[src/rtl/arcade_trackball_emu.sv]
// arcade_trackball_emu: held direction controls to accelerating trackball steps, quadrature and position
// Ports:
//   clk_i, res_n_i   system clock, asynchronous active-low reset
//   ce_i             clock enable; state advances only when high
//   enable_i         low forces every axis to behave as released
//   neg_i, pos_i     per-axis decrement / increment controls
//   step_o           one-clk pulse per step
//   dir_o            1 = last step was positive
//   quad_a_o/_b_o    quadrature phases
//   count_o          wrapping position counters, axis k at [k*CNT_W +: CNT_W]
module arcade_trackball_emu #(
    parameter int NUM_AXES    = 2,
    parameter int CNT_W       = 4,
    parameter int DIV_W       = 16,
    parameter int BASE_DIV    = 3000,
    parameter int MIN_DIV     = 375,
    parameter int ACCEL_STEP  = 250,
    parameter int ACCEL_EVERY = 8
) (
    input  logic                      clk_i,
    input  logic                      res_n_i,
    input  logic                      ce_i,
    input  logic                      enable_i,
    input  logic [NUM_AXES-1:0]       neg_i,
    input  logic [NUM_AXES-1:0]       pos_i,
    output logic [NUM_AXES-1:0]       step_o,
    output logic [NUM_AXES-1:0]       dir_o,
    output logic [NUM_AXES-1:0]       quad_a_o,
    output logic [NUM_AXES-1:0]       quad_b_o,
    output logic [NUM_AXES*CNT_W-1:0] count_o
);
    localparam int ACC_W = $clog2(ACCEL_EVERY + 1);
    localparam logic [0:0] IDLE = 1'b0;
    localparam logic [0:0] RUN  = 1'b1;

    genvar k;
    generate
        for (k = 0; k < NUM_AXES; k++) begin : g_axis
            logic [0:0]       st;
            logic             stp, dr, req, fresh, hit, go, sdir, acc_wrap;
            logic [1:0]       q;
            logic [CNT_W-1:0] cnt;
            logic [DIV_W-1:0] div, tmr, ndiv;
            logic [ACC_W-1:0] acc;
            always_comb begin
                req      = enable_i & (pos_i[k] ^ neg_i[k]);
                // a press from idle and a reversal both restart the axis
                fresh    = req & ((st == IDLE) | (pos_i[k] != dr));
                hit      = req & ~fresh & (tmr == div - DIV_W'(1));
                go       = fresh | hit;
                sdir     = fresh ? pos_i[k] : dr;
                acc_wrap = (acc == ACC_W'(ACCEL_EVERY - 1));
                // compared one bit wider so the shrink can never wrap below MIN_DIV
                ndiv     = ({1'b0, div} >= (DIV_W+1)'(MIN_DIV + ACCEL_STEP)) ?
                           div - DIV_W'(ACCEL_STEP) : DIV_W'(MIN_DIV);
            end
            always_ff @(posedge clk_i or negedge res_n_i) begin
                if (!res_n_i) begin
                    st  <= IDLE;
                    stp <= 1'b0;
                    dr  <= 1'b0;
                    q   <= 2'b00;
                    cnt <= '0;
                    div <= DIV_W'(BASE_DIV);
                    tmr <= '0;
                    acc <= '0;
                end else begin
                    stp <= ce_i & go;
                    if (ce_i) begin
                        if (go) begin
                            dr  <= sdir;
                            cnt <= sdir ? cnt + CNT_W'(1) : cnt - CNT_W'(1);
                            // Gray sequence 00->01->11->10 forward, reversed backward
                            q   <= sdir ? {q[0], ~q[1]} : {~q[0], q[1]};
                        end
                        if (fresh) begin
                            st  <= RUN;
                            div <= DIV_W'(BASE_DIV);
                            tmr <= '0;
                            acc <= ACC_W'(1);
                        end else if (!req) begin
                            st  <= IDLE;
                            div <= DIV_W'(BASE_DIV);
                            tmr <= '0;
                            acc <= '0;
                        end else if (hit) begin
                            tmr <= '0;
                            acc <= acc_wrap ? '0 : acc + ACC_W'(1);
                            if (acc_wrap) div <= ndiv;
                        end else begin
                            tmr <= tmr + DIV_W'(1);
                        end
                    end
                end
            end
            assign step_o[k]                  = stp;
            assign dir_o[k]                   = dr;
            assign quad_a_o[k]                = q[1];
            assign quad_b_o[k]                = q[0];
            assign count_o[k*CNT_W +: CNT_W] = cnt;
        end
    endgenerate
endmodule

[config.mk]
export PLATFORM = sky130hd
export DESIGN_NAME = arcade_trackball_emu
export DESIGN_NICKNAME = d
export VERILOG_FILES = /design/src/rtl/arcade_trackball_emu.sv
export SDC_FILE = /design/constraint.sdc
export NUM_CORES = 1
export LEC_CHECK = 0
export CAP_MARGIN = 10
export CORE_MARGIN = 2
export CORE_UTILIZATION = 45
export DETAILED_ROUTE_END_ITERATION = 8
export DONT_BUFFER_PORTS = 1
export PLACE_DENSITY = 0.62
export SLEW_MARGIN = 20
export SYNTH_ARGS = -nofsm -noshare
export SYNTH_HDL_FRONTEND = slang
export SYNTH_SLANG_ARGS = --single-unit
[constraint.sdc]
create_clock -name clk_i -period 4.7 [get_ports clk_i]
set_input_delay 0.235 -clock clk_i [delete_from_list [all_inputs] [get_ports clk_i]]
set_output_delay 0.235 -clock clk_i [all_outputs]
set_load 0.05 [all_outputs]
==> metrics.yaml <==
die_area_um2: 14500
cts_setup_buffers: 0
finClkSkew_ps: 4.96
drt-initial-drc-count: 329
timing.final.max_slew_violations: 0
crit_type: "flip-flop to flip-flop"
critPathTopFamily: "simple AND/OR/NAND/NOR gates"
cp_max_fo: 10
clock_latency_ps: 350
clk_pin_slew_ps: 60
place_hpwl_um: 9970
synthArstFlopShare: 1.00
io_buffers: 0
die_h_um: 120
synth_seq_cells: 90
die_w_um: 120
tritoncts: "yes"
relSlewSlack: 0.495
layout-drive-gt1-share: 0.0972
drcViolationCount: 0
slowest_delay_ps: 580
layout_common_cells: "nor2_1 (83), dfrtp_1 (76), nand2_1 (50)"
cts_resized: 0
critPathBufInv: 1
cp.arrival_ps: 3840
min_period_ps: 3600
worstPathRequired_ps: 4940
ios: 24
final_common_cell: "nor2_1"
hold_path_class: "input pin to flip-flop"
ir_worst_vdd_mv: 0.381
path_cells: "inv_1, ha_1, nor4b_4, nand4_1, xnor2_1, a2111oi_1, nand4_1, a21oi_4, mux2_2"
synth_edf_count: 0
overflow: 0
clockRootBuffer: "clkbuf_16"
wl_per_cell_um: 16.7
drt_wl_total_um: 14100
synth_warnings: 0
antenna_cells: 0
avgSynthCellArea_um2: 8.95
post-route-period-util: 0.767
nets: 688
cts_inserted_buffers: 9
setup.worst_path.end_class: "flip-flop"
synth-seq-area-share: 0.372
grt_pass1_wl_um: 23500
max-clock-path-buffers: 2
place.gp.congestion: 0.872
grt_pass1_vias: 4825
core-area_um2: 13200
crit_top_cell: "nand4_1"
rows: 42
post-route-util: 0.494
area_growth_pct: 7.28
critPathSlowestCell: "a2111oi_1"
vias: 4959
start_kind: "flip-flop"
clock_sinks: 90
fmax_ghz: 0.277
outcome: "finished clean"
holdWs_ps: 35.6
yosysTopAreaCellShare: 0.312
initial_core_util: 0.461
rsz0062_at_grt: "false"
synth_cells: 681
setup_viol_count_final: 0
postRouteAntennaNets: 0
h-tree-depth: 3
worst_pin_slew_ps: 750
grt_use_total: 0.202
antenna_found_initial: 0
firstDrtPassIters: 6
synth_ff_type: "dfrtp_1"
fill_cells: 1265
synth_cell_types: 79
syn_nets: 705
p_leak_nw: 2.66
p_per_area_nw_per_um2: 351
synthTopCellsByArea: "dfrtp_1 (31%), xnor2_1 (6.3%), xor2_1 (6.2%)"
syn_area_um2: 6100
vias_per_cell: 5.87
yosys.area.top_type: "dfrtp_1"
grt_max_degree: 91
hold_viol: 0
tns_ps: 0
maxCapViolCount: 0
## power by group
group | total (W) | switching (W) | internal, W
Sequential | 0.00114 | 0.000305 | 0.000838
Clock | 0.000812 | 0.000314 | 0.000498
Combinational | 0.000342 | 0.000178 | 0.000163
## sequential cells by signal (all words and copies together), names as in the netlist
signal / cells
g_axis.div: 32
g_axis.q: 4
g_axis.st: 2
g_axis.acc: 8
g_axis.cnt: 8
g_axis.stp: 2
g_axis.dr: 2
g_axis.tmr: 32
## what timing repair did
item / CTS / global route
hold endpoints to repair: 95 / 0
endpoints found under the setup margin: 0 / 0
hold buffers: 3 / 0
## final timing paths
check	depth (start not counted)	slack, ps	start	end
min	2	40	ce_i	g_axis[1].tmr[1]$_DFFE_PN0P_
max reg2reg	9	1100	g_axis[1].div[2]$_DFFE_PN0P_	g_axis[1].cnt[1]$_DFFE_PN0P_
max in group asynchronous	2	3800	res_n_i	g_axis[0].div[11]$_DFFE_PN1P_
min reg2reg	1	510	g_axis[0].acc[2]$_DFFE_PN0P_	g_axis[0].acc[2]$_DFFE_PN0P_
min in group asynchronous	2	430	res_n_i	g_axis[0].tmr[11]$_DFFE_PN0P_
max	9	1100	g_axis[1].div[2]$_DFFE_PN0P_	g_axis[1].cnt[1]$_DFFE_PN0P_
## cells in the mapped netlist (3+ instances only)
library cell and count:
a211o_1 3, a211oi_1 4, a21boi_0 3, a21o_1 5, a21oi_1 30, a21oi_4 3
a221o_1 3, a31oi_1 15, and3_1 17, and4_1 3, buf_2 11, buf_4 7
buf_6 3, clkbuf_1 10, clkbuf_2 4, dfrtp_1 76, dfstp_2 14, ha_1 14
inv_1 22, mux2_2 7, mux2i_1 3, nand2_1 50, nand2b_1 5, nand3_1 16
nand4_1 24, nor2_1 83, nor2b_1 3, nor3_1 20, nor4_1 10, o211ai_1 3
o21a_1 4, o21ai_0 42, o21bai_1 3, o22a_1 3, o31ai_1 5, or3_1 5
or3b_2 3, or4_1 3, xnor2_1 44, xor2_1 43
## kinds of logic (layout without fill, tap and decap cells)
logic type,Yosys count,in the layout,synth area share
XOR/XNOR,87,87,0.125
flip-flops,90,90,0.372
AND/OR/NAND/NOR,262,262,0.228
adder cells (fa/ha/maj),16,16,0.0353
AO/OA/AOI/OAI,157,157,0.174
multiplexers,10,10,0.0179
buffers and inverters,59,47,0.0474
## per-layer routing
layer / GRT usage / up-vias / routed length [um]
li1: - / 2412 / -
met1: 0.256 / 2447 / 6450
met2: 0.342 / 83 / 6990
met3: 0.0410 / 17 / 437
met4: 0.0690 / 0 / 222
met5: 0 / - / 0
## worst reg2reg max path, cell delays in order (launching register included)
cell and delay (ps):
dfrtp_1 480, inv_1 90, ha_1 330, nor4b_4 480
nand4_1 170, xnor2_1 160, a2111oi_1 580, nand4_1 390
a21oi_4 420, mux2_2 380
## area by class of cell
cell class / count / area, um^2 / area share
Clock inverter: 5 / 85.1 / 0.0130
Inverter: 22 / 82.6 / 0.0126
Multi-Input combinational cell: 532 / 3540 / 0.541
Sequential cell: 90 / 2270 / 0.347
Tap cell: 176 / 220 / 0.0337
Clock buffer: 11 / 253 / 0.0386
Timing Repair Buffer: 9 / 92.6 / 0.0142
## stage by stage
step | total power, W | setup WS, ps | cells | instance area, um^2
final | 0.00230 | 1100 | 845 | 6540
after global routing | 0.00242 | 804 | 845 | 6540
after CTS | 0.00232 | 1130 | 845 | 6540
after detailed placement | 0.00148 | 1150 | 826 | 6160
after global placement | 0.00146 | 1280 | 826 | 6160
after floorplan | 0.00143 | 1680 | 681 | 6100
No activity file was read; power rests on OpenSTA's default activity.
